**src/rtl/decode_stage.sv**
```systemverilog
// decode_stage: RV32I/RV64I decoder with registered handshake, EBREAK halt and saturating illegal counter
module decode_stage #(
  parameter int XLEN = 64,
  parameter int CNT_W = 8
) (
  input  logic             clk,
  input  logic             rst_n,
  input  logic             in_valid,
  output logic             in_ready,
  input  logic [31:0]      in_inst,
  input  logic [XLEN-1:0]  in_pc,
  output logic             out_valid,
  input  logic             out_ready,
  output logic [XLEN-1:0]  out_pc,
  output logic [4:0]       out_rd,
  output logic [4:0]       out_rs1,
  output logic [4:0]       out_rs2,
  output logic [XLEN-1:0]  out_imm,
  output logic [3:0]       out_alu_op,
  output logic             out_need_imm,
  output logic             out_is_lui,
  output logic             out_is_auipc,
  output logic             out_is_jal,
  output logic             out_is_jalr,
  output logic             out_is_branch,
  output logic             out_is_load,
  output logic             out_is_store,
  output logic             out_is_ebreak,
  output logic             out_illegal,
  input  logic             flush,
  input  logic             resume,
  output logic             halted,
  output logic [CNT_W-1:0] illegal_cnt
);
  localparam bit IS64 = (XLEN == 64);
  typedef enum logic {RUN, HALTED} state_t;
  state_t state, state_nx;
  logic [6:0] opc, f7;
  logic [2:0] f3;
  logic [XLEN-1:0] imm_i, imm_s, imm_b, imm_u, imm_j;
  logic [3:0] op_base;
  logic accept, ok, sh_ok;
  logic [4:0] d_rd, d_rs1, d_rs2;
  logic [XLEN-1:0] d_imm;
  logic [3:0] d_alu;
  logic d_need, d_lui, d_auipc, d_jal, d_jalr, d_br, d_ld, d_st, d_eb;
  assign opc = in_inst[6:0];
  assign f3 = in_inst[14:12];
  assign f7 = in_inst[31:25];
  assign imm_i = XLEN'($signed(in_inst[31:20]));
  assign imm_s = XLEN'($signed({in_inst[31:25], in_inst[11:7]}));
  assign imm_b = XLEN'($signed({in_inst[31], in_inst[7], in_inst[30:25], in_inst[11:8], 1'b0}));
  assign imm_u = XLEN'($signed({in_inst[31:12], 12'b0}));
  assign imm_j = XLEN'($signed({in_inst[31], in_inst[19:12], in_inst[20], in_inst[30:21], 1'b0}));
  assign accept = in_valid & in_ready;
  // funct3 to ALU op for OP/OP-IMM; SUB and SRA are the next code after ADD and SRL
  always_comb op_base = f3 == 3'd0 ? 4'd0 : f3 == 3'd1 ? 4'd2 : f3 == 3'd2 ? 4'd3 : f3 == 3'd3 ? 4'd4 :
                        f3 == 3'd4 ? 4'd5 : f3 == 3'd5 ? 4'd6 : f3 == 3'd6 ? 4'd8 : 4'd9;
  // Immediate shift encodings: funct6 must be SLL/SRL or SRA form; RV32 forbids shamt[5]
  always_comb sh_ok = (in_inst[31:26] == 6'b0 || (f3 == 3'd5 && in_inst[31:26] == 6'b010000)) && (IS64 || !in_inst[25]);
  // Combinational decode; anything not recognised collapses to a bare illegal bundle
  always_comb begin
    ok = 1'b0;
    d_rd = '0;
    d_rs1 = '0;
    d_rs2 = '0;
    d_imm = '0;
    d_alu = 4'd0;
    {d_need, d_lui, d_auipc, d_jal, d_jalr, d_br, d_ld, d_st, d_eb} = '0;
    case (opc)
      7'b0110111: begin ok = 1'b1; d_lui = 1'b1; d_need = 1'b1; d_rd = in_inst[11:7]; d_imm = imm_u; end
      7'b0010111: begin ok = 1'b1; d_auipc = 1'b1; d_need = 1'b1; d_rd = in_inst[11:7]; d_imm = imm_u; end
      7'b1101111: begin ok = 1'b1; d_jal = 1'b1; d_rd = in_inst[11:7]; d_imm = imm_j; end
      7'b1100111: begin
        ok = f3 == 3'd0; d_jalr = 1'b1; d_need = 1'b1;
        d_rd = in_inst[11:7]; d_rs1 = in_inst[19:15]; d_imm = imm_i;
      end
      7'b1100011: begin
        ok = f3 != 3'd2 && f3 != 3'd3; d_br = 1'b1;
        d_rs1 = in_inst[19:15]; d_rs2 = in_inst[24:20]; d_imm = imm_b;
      end
      7'b0000011: begin
        ok = IS64 ? f3 != 3'd7 : (f3 != 3'd3 && f3 != 3'd6 && f3 != 3'd7); d_ld = 1'b1; d_need = 1'b1;
        d_rd = in_inst[11:7]; d_rs1 = in_inst[19:15]; d_imm = imm_i;
      end
      7'b0100011: begin
        ok = IS64 ? f3 <= 3'd3 : f3 <= 3'd2; d_st = 1'b1; d_need = 1'b1;
        d_rs1 = in_inst[19:15]; d_rs2 = in_inst[24:20]; d_imm = imm_s;
      end
      7'b0010011: begin
        ok = (f3 == 3'd1 || f3 == 3'd5) ? sh_ok : 1'b1; d_need = 1'b1;
        d_alu = op_base + {3'b0, f3 == 3'd5 && in_inst[30]};
        d_rd = in_inst[11:7]; d_rs1 = in_inst[19:15]; d_imm = imm_i;
      end
      7'b0110011: begin
        ok = f7 == 7'h00 || (f7 == 7'h20 && (f3 == 3'd0 || f3 == 3'd5));
        d_alu = op_base + {3'b0, f7 == 7'h20};
        d_rd = in_inst[11:7]; d_rs1 = in_inst[19:15]; d_rs2 = in_inst[24:20];
      end
      7'b0011011: begin
        ok = IS64 && (f3 == 3'd0 || (f3 == 3'd1 && f7 == 7'h00) || (f3 == 3'd5 && (f7 == 7'h00 || f7 == 7'h20)));
        d_need = 1'b1; d_alu = op_base + {3'b0, f3 == 3'd5 && in_inst[30]};
        d_rd = in_inst[11:7]; d_rs1 = in_inst[19:15]; d_imm = imm_i;
      end
      7'b0111011: begin
        ok = IS64 && ((f7 == 7'h00 && (f3 == 3'd0 || f3 == 3'd1 || f3 == 3'd5)) || (f7 == 7'h20 && (f3 == 3'd0 || f3 == 3'd5)));
        d_alu = op_base + {3'b0, f7 == 7'h20};
        d_rd = in_inst[11:7]; d_rs1 = in_inst[19:15]; d_rs2 = in_inst[24:20];
      end
      7'b1110011: begin ok = in_inst == 32'h0010_0073; d_eb = 1'b1; end
      default: ok = 1'b0;
    endcase
    if (!ok) begin
      d_rd = '0;
      d_rs1 = '0;
      d_rs2 = '0;
      d_imm = '0;
      d_alu = 4'd0;
      {d_need, d_lui, d_auipc, d_jal, d_jalr, d_br, d_ld, d_st, d_eb} = '0;
    end
  end
  // State register
  always_ff @(posedge clk or negedge rst_n)
    if (!rst_n) state <= RUN;
    else state <= state_nx;
  // Next state: accepted EBREAK halts, resume releases; flush freezes the state
  always_comb state_nx = flush ? state : state == RUN ? (accept && d_eb ? HALTED : RUN) : (resume ? RUN : HALTED);
  // Outputs of the state machine: halt indication and upstream ready
  always_comb begin
    halted = state == HALTED;
    in_ready = !halted && (!out_valid || out_ready) && !flush;
  end
  // Output bundle: load on acceptance, drop on flush or consumption, hold otherwise
  always_ff @(posedge clk or negedge rst_n)
    if (!rst_n) begin
      out_valid <= 1'b0;
      out_pc <= '0;
      out_rd <= '0;
      out_rs1 <= '0;
      out_rs2 <= '0;
      out_imm <= '0;
      out_alu_op <= '0;
      {out_need_imm, out_is_lui, out_is_auipc, out_is_jal, out_is_jalr} <= '0;
      {out_is_branch, out_is_load, out_is_store, out_is_ebreak, out_illegal} <= '0;
    end else if (flush) out_valid <= 1'b0;
    else if (accept) begin
      out_valid <= 1'b1;
      out_pc <= in_pc;
      out_rd <= d_rd;
      out_rs1 <= d_rs1;
      out_rs2 <= d_rs2;
      out_imm <= d_imm;
      out_alu_op <= d_alu;
      {out_need_imm, out_is_lui, out_is_auipc, out_is_jal, out_is_jalr} <= {d_need, d_lui, d_auipc, d_jal, d_jalr};
      {out_is_branch, out_is_load, out_is_store, out_is_ebreak, out_illegal} <= {d_br, d_ld, d_st, d_eb, !ok};
    end else if (out_ready) out_valid <= 1'b0;
  // Saturating count of accepted illegal instructions
  always_ff @(posedge clk or negedge rst_n)
    if (!rst_n) illegal_cnt <= '0;
    else if (accept && !ok && !(&illegal_cnt)) illegal_cnt <= illegal_cnt + CNT_W'(1);
endmodule

```
**config.mk**
```make
export PLATFORM = sky130hd
export DESIGN_NAME = decode_stage
export DESIGN_NICKNAME = d
export VERILOG_FILES = /design/src/rtl/decode_stage.sv
export SDC_FILE = /design/constraint.sdc
export NUM_CORES = 1
export LEC_CHECK = 0
export CORE_MARGIN = 2
export CORE_UTILIZATION = 46
export CTS_CLUSTER_SIZE = 14
export DETAILED_ROUTE_END_ITERATION = 12
export PLACE_DENSITY = 0.88
export SLEW_MARGIN = 20
export SYNTH_ARGS = -nofsm -noshare
export SYNTH_HDL_FRONTEND = slang
export SYNTH_SLANG_ARGS = --single-unit
```
**constraint.sdc**
```tcl
create_clock -name clk -period 4.88 [get_ports clk]
set_clock_uncertainty 0.15 [all_clocks]
set_input_delay 1.22 -clock clk [delete_from_list [all_inputs] [get_ports clk]]
set_output_delay 1.22 -clock clk [all_outputs]
set_load 0.05 [all_outputs]
```
* Word level (Yosys, flattened, before mapping)
Index checks and enable logic that the tools add are counted.
** Word-level totals
- Register bits :: 167
- Input port bits :: 102
- Output and inout bits :: 168
- Logic and storage cells :: 135
** Operators by class
- Add/subtract/negate cells :: 3
- $lt $le $gt $ge :: 1
- Equality and inequality tests :: 24
- Muxes and demuxes :: 43
- Bitwise operators :: 2
- Reduce and logical (&&, ||, !) cells :: 43
** Operators with widths (count)
- $pmux 64 s5 :: 1
- $mux 64 :: 1
- $eq 7x6->1 const B :: 5
- $eq 32x21->1 const B :: 1
- $mux 5 :: 6
- $eq 7x7->1 const B :: 4
- $mux 4 :: 7
- $mux 1 :: 26
- $eq 7x5->1 const B :: 3
- $logic_and 1x1->1 :: 12
- $logic_or 1x1->1 :: 11
- $pmux 1 s10 :: 1
- $eq 3x3->1 const B :: 3
- $reduce_or 9->1 :: 1
- $add 4x1->4 :: 2
- $add 8x1->8 const B :: 1
- $pmux 4 s2 :: 1
- $reduce_and 8->1 :: 1
- $reduce_or 4->1 :: 2
- $reduce_or 8->1 :: 1
- $eq 7x2->1 const B :: 1
- $logic_not 7->1 :: 1
- $reduce_or 7->1 :: 1
- $eq 3x2->1 const B :: 2
- other kinds (14) :: 21

* Logic depth before layout (Yosys ltp)
- Depth after elaboration :: 11
- Gate-level depth with buffers :: 9
- Gate-level depth less buffers :: 8

* Least setup slack after synthesis
Ideal clock, no wire load.
- Path kind :: input port to flip-flop
- Start point :: input in_inst[26]
- End point :: register out_alu_op[2]
- Setup time :: 0.122 ns
- Arrival time :: 2.896 ns
- Data required time :: 4.608 ns
- Slack :: 1.713 ns
- Stages :: 8
- Path buffers :: 0
- Cell sequence :: or4_4 -> nor3_1 -> nand2_1 -> a21boi_0 -> ha_1 -> ha_1 -> xnor2_1 -> a32o_1
** On the way
- Longest elaborated chain between the ends :: 6
- Elaborated cells between the ends (all ways) :: 21
- Those cells by class :: 1 x add/sub; 3 x eq/ne; 4 x mux; 13 x reduce/logical
** RTL lines
- start, declared :: RTL line 10 : input logic [31:0] in_inst,
- branches (longest 5 deep; another with $add 4x1->4)
- $mux 4 * :: RTL line 113 : if (!ok) begin
- end signal, assigned :: RTL line 153 : out_alu_op <= d_alu;
- end, declared :: RTL line 19 : output logic [3:0] out_alu_op,
Every way passes the cells marked *.
A chain may end at the register's enable or synchronous reset.

* Worst setup path in the final report
- Start point :: input flush
- End point :: output in_ready
** On the way
- Longest elaborated chain between the ends :: 2
** RTL lines
- start, declared :: RTL line 30 : input logic flush,
- $logic_not 1->1 :: RTL line 131 : in_ready = !halted && (!out_valid || out_ready) && !flush;
- $logic_and 1x1->1 :: RTL line 131
- end, declared :: RTL line 9 : output logic in_ready,
Every way passes these cells.

==> flow_summary_export.csv <==
group,metric,value,unit
synthesis,synth_cell_types,54,
timing,setup_tns,0,ns
final_layout,area_delta_synth_final,52.4,%
routing,drtPass1Iterations,5,
clock_network,cts_tree,"done",
floorplanning,fp.dieW,120,microns
routing,drt-initial-drc-count,564,
clock_network,cts_sinks,135,
grt,antenna_found_initial,0,
status,status,"completed",
timing,tightest_slew,0.961,ns
place,port_buffers,269,
synthesis,synth.net_count,741,
final_layout,fin_nets,966,
power_and_ir_drop,power_leakage,4.18,nW
power_and_ir_drop,pwr-share-seq,35.9,%
clock_network,postCtsHoldBufs,0,
routing,wl_per_cell,17.8,microns
clock_network,cts_root_buf,"clkbuf_16",
worst_setup_path,path_class,"input port to output port",
power_and_ir_drop,switching_share,32.5,%
worst_setup_path,crit_start,"flush",
synthesis,yosys.area.top_type,"dfrtp_1",
timing,max_freq,235,MHz
grt,grt_first_pass_wirelength,29.4,mm
timing,max_slew_margin,35.9,%
flow_run,cap_viol_max_count,0,
timing,hold_ws,0.320,ns
grt,grt_max_degree,118,
synthesis,ys_seq_elements,135,
clock_network,path_clk_slew,0.06,ns
routing,wl,18.7,mm
floorplanning,die_area,0.0143,sq mm
final_layout,fillerInstances,943,
synthesis,synth.most_common_cell,"nand2_1",
clock_network,cts_buffers,17,
worst_setup_path,worstPathArrival,2.89,ns
timing,slew_viol_final,0,
floorplanning,initial_core_util,46.8,%
worst_setup_path,reg2regPathDepth,5,
worst_setup_path,startpoint_type,"input port",
floorplanning,rows,42,
worst_setup_path,rr_startpoint,"halted",
timing,final_hold_viol_count,0,
worst_hold_path,hold-path-cell-count,2,
timing,period_share,87.2,%
worst_hold_path,hold_class,"flop to flop",
place,dp_hpwl,13.0,mm
grt,grtUsageTotal,26.5,%
clock_network,clockBufferDepth,2,
synthesis,synth-async-reset-ratio,100,%
power_and_ir_drop,p_int,2.44,mW
power_and_ir_drop,p_switching,1.17,mW
clock_network,cts_setup_buffers,0,
floorplanning,fp.dieH,120,microns
worst_setup_path,worstPathRequired,3.51,ns
synthesis,ys_warn_count,0,
synthesis,synth-edff-count,0,
final_layout,drive_above_1_share,5.72,%
power_and_ir_drop,ir_drop,265,uV
synthesis,synth_top_flop_cell,"dfrtp_1",
final_layout,regArea,0.00338,sq mm
worst_setup_path,cp_max_fo,3,
routing,via_count,5752,
synthesis,ys_top_cells_by_count,"217 x nand2_1, 135 x dfrtp_1, 32 x buf_4, 29 x a32o_1, 23 x clkbuf_1",
synthesis,synth_area_leaders,"dfrtp_1 55%, nand2_1 13%, a32o_1 4.7%, buf_4 3.9%, a221o_1 1.8%",
place,dpl_cell_area,0.00872,sq mm
final_layout,multi_input_area,0.00236,sq mm
clock_network,clock_latency,0.41,ns
floorplanning,ios,270,
synthesis,netlist_instances,636,
synthesis,synth_area,0.00614,sq mm
floorplanning,core,0.0131,sq mm
clock_network,htreeDepth,4,
synthesis,avgSynthCellArea,9.66,sq um
power_and_ir_drop,clkPwrFrac,38.2,%
routing,viasPerCell,5.48,
synthesis,yosysSeqAreaShare,55.0,%
final_layout,diodes,0,
final_layout,post-route-util,71.3,%
worst_setup_path,crit_path_end_kind,"output port",
worst_hold_path,hp-start,"out_pc[32]",
power_and_ir_drop,power.combinational.fraction,25.8,%
timing,setup_viol,0,
power_and_ir_drop,powerDensity,386,mW/mm^2
routing,drc,0,
grt,grt_pass1_vias,5548,
timing,period_needed,4.26,ns
synthesis,yosys.area.top_type_share,55.0,%
timing,grt_setup_unrepaired,"no",
place,place_congestion,0.885,
grt,grt_overflow,0,
routing,antenna_left,0,
clock_network,cts_resized,0,
final_layout,stdcell_area,0.00937,sq mm
[power by group through the flow]
stage	combinational [mW]	sequential (mW)	clock, mW
3_3_place_gp	0.915	1.31	0
6_report	0.934	1.30	1.38
3_5_place_dp	0.927	1.32	0
4_1_cts	0.937	1.30	1.39
2_1_floorplan	0.169	1.68	0
5_1_grt	0.982	1.31	1.46
[placed cells by master (no fill, tap or decap), drive strengths merged, types with 5 or more instances in the layout]
| cell type | count |
|---|---|
| nand4 | 5 |
| o21ai | 25 |
| clkdlybuf4s50 | 268 |
| a22oi | 5 |
| a21o | 5 |
| buf | 7 |
| a21oi | 17 |
| or4 | 5 |
| nand2 | 217 |
| a221o | 11 |
| nor2b | 5 |
| nand2b | 5 |
| and2 | 6 |
| a32o | 29 |
| clkbuf | 22 |
| nor2 | 13 |
| dfrtp | 135 |
| nand3 | 10 |
| xor2 | 7 |
| a22o | 7 |
| nor3 | 13 |
| and3 | 7 |
[logic make-up (layout without fill, tap and decap cells)]
group,Yosys count,in the layout,share of synthesized area [%]
AO/OA/AOI/OAI,114,114,14.4
XOR/XNOR,9,9,1.28
flip-flops,135,135,55.0
buffers and inverters,72,310,6.86
multiplexers,2,2,0.367
AND/OR/NAND/NOR,301,301,21.5
adder cells (fa/ha/maj),3,3,0.611
[path summary, 6_finish.rpt]
path | slack [ns] | endpoint
max reg2reg | 2.58 | illegal_cnt[1]
max in group asynchronous | 3.00 | out_pc[23]
min | 0.32 | out_pc[32]
min in group asynchronous | 0.74 | out_imm[2]
max | 0.62 | in_ready
min reg2reg | 0.32 | out_pc[32]
[critical path, stage by stage]
cell and delay [ns]:
clkdlybuf4s50_1 0.44, nor2_1 0.25, and2_1 0.18, clkdlybuf4s50_1 0.79
[layout make-up]
| type | count | share of cell area, % |
|---|---|---|
| clock buffers | 21 | 5.02 |
| clock inverters | 11 | 1.82 |
| inverters | 2 | 0.0802 |
| multi-input cells | 429 | 25.2 |
| flip-flops and latches | 135 | 36.1 |
| well taps | 176 | 2.35 |
| repair buffers | 276 | 29.5 |
[sequential cells by signal, indices dropped and copies added (netlist names)]
name,cells
halted,1
illegal_cnt,8
out_alu_op,4
out_illegal,1
out_imm,32
out_is_auipc,1
out_is_branch,1
out_is_ebreak,1
out_is_jal,1
out_is_jalr,1
out_is_load,1
out_is_lui,1
out_is_store,1
out_need_imm,1
out_pc,64
out_rd,5
out_rs1,5
out_rs2,5
out_valid,1
[stage by stage]
step,std cells,worst slack [ns],power [mW]
after floorplan,636,1.71,1.85
after global placement,1018,0.668,2.23
after detailed placement,1018,0.628,2.24
after CTS,1050,0.616,3.63
after global routing,1050,0.559,3.75
final,1050,0.624,3.61
[per-layer routing]
layer	vias to the layer above	share of wire [%]	GRT usage [%]
li1	2613	-	-
met1	2755	40	34.1
met2	331	49	42.5
met3	53	8.2	6.46
met4	0	3.6	12.0
met5	-	0	0
No activity file was read; power rests on OpenSTA's default activity.
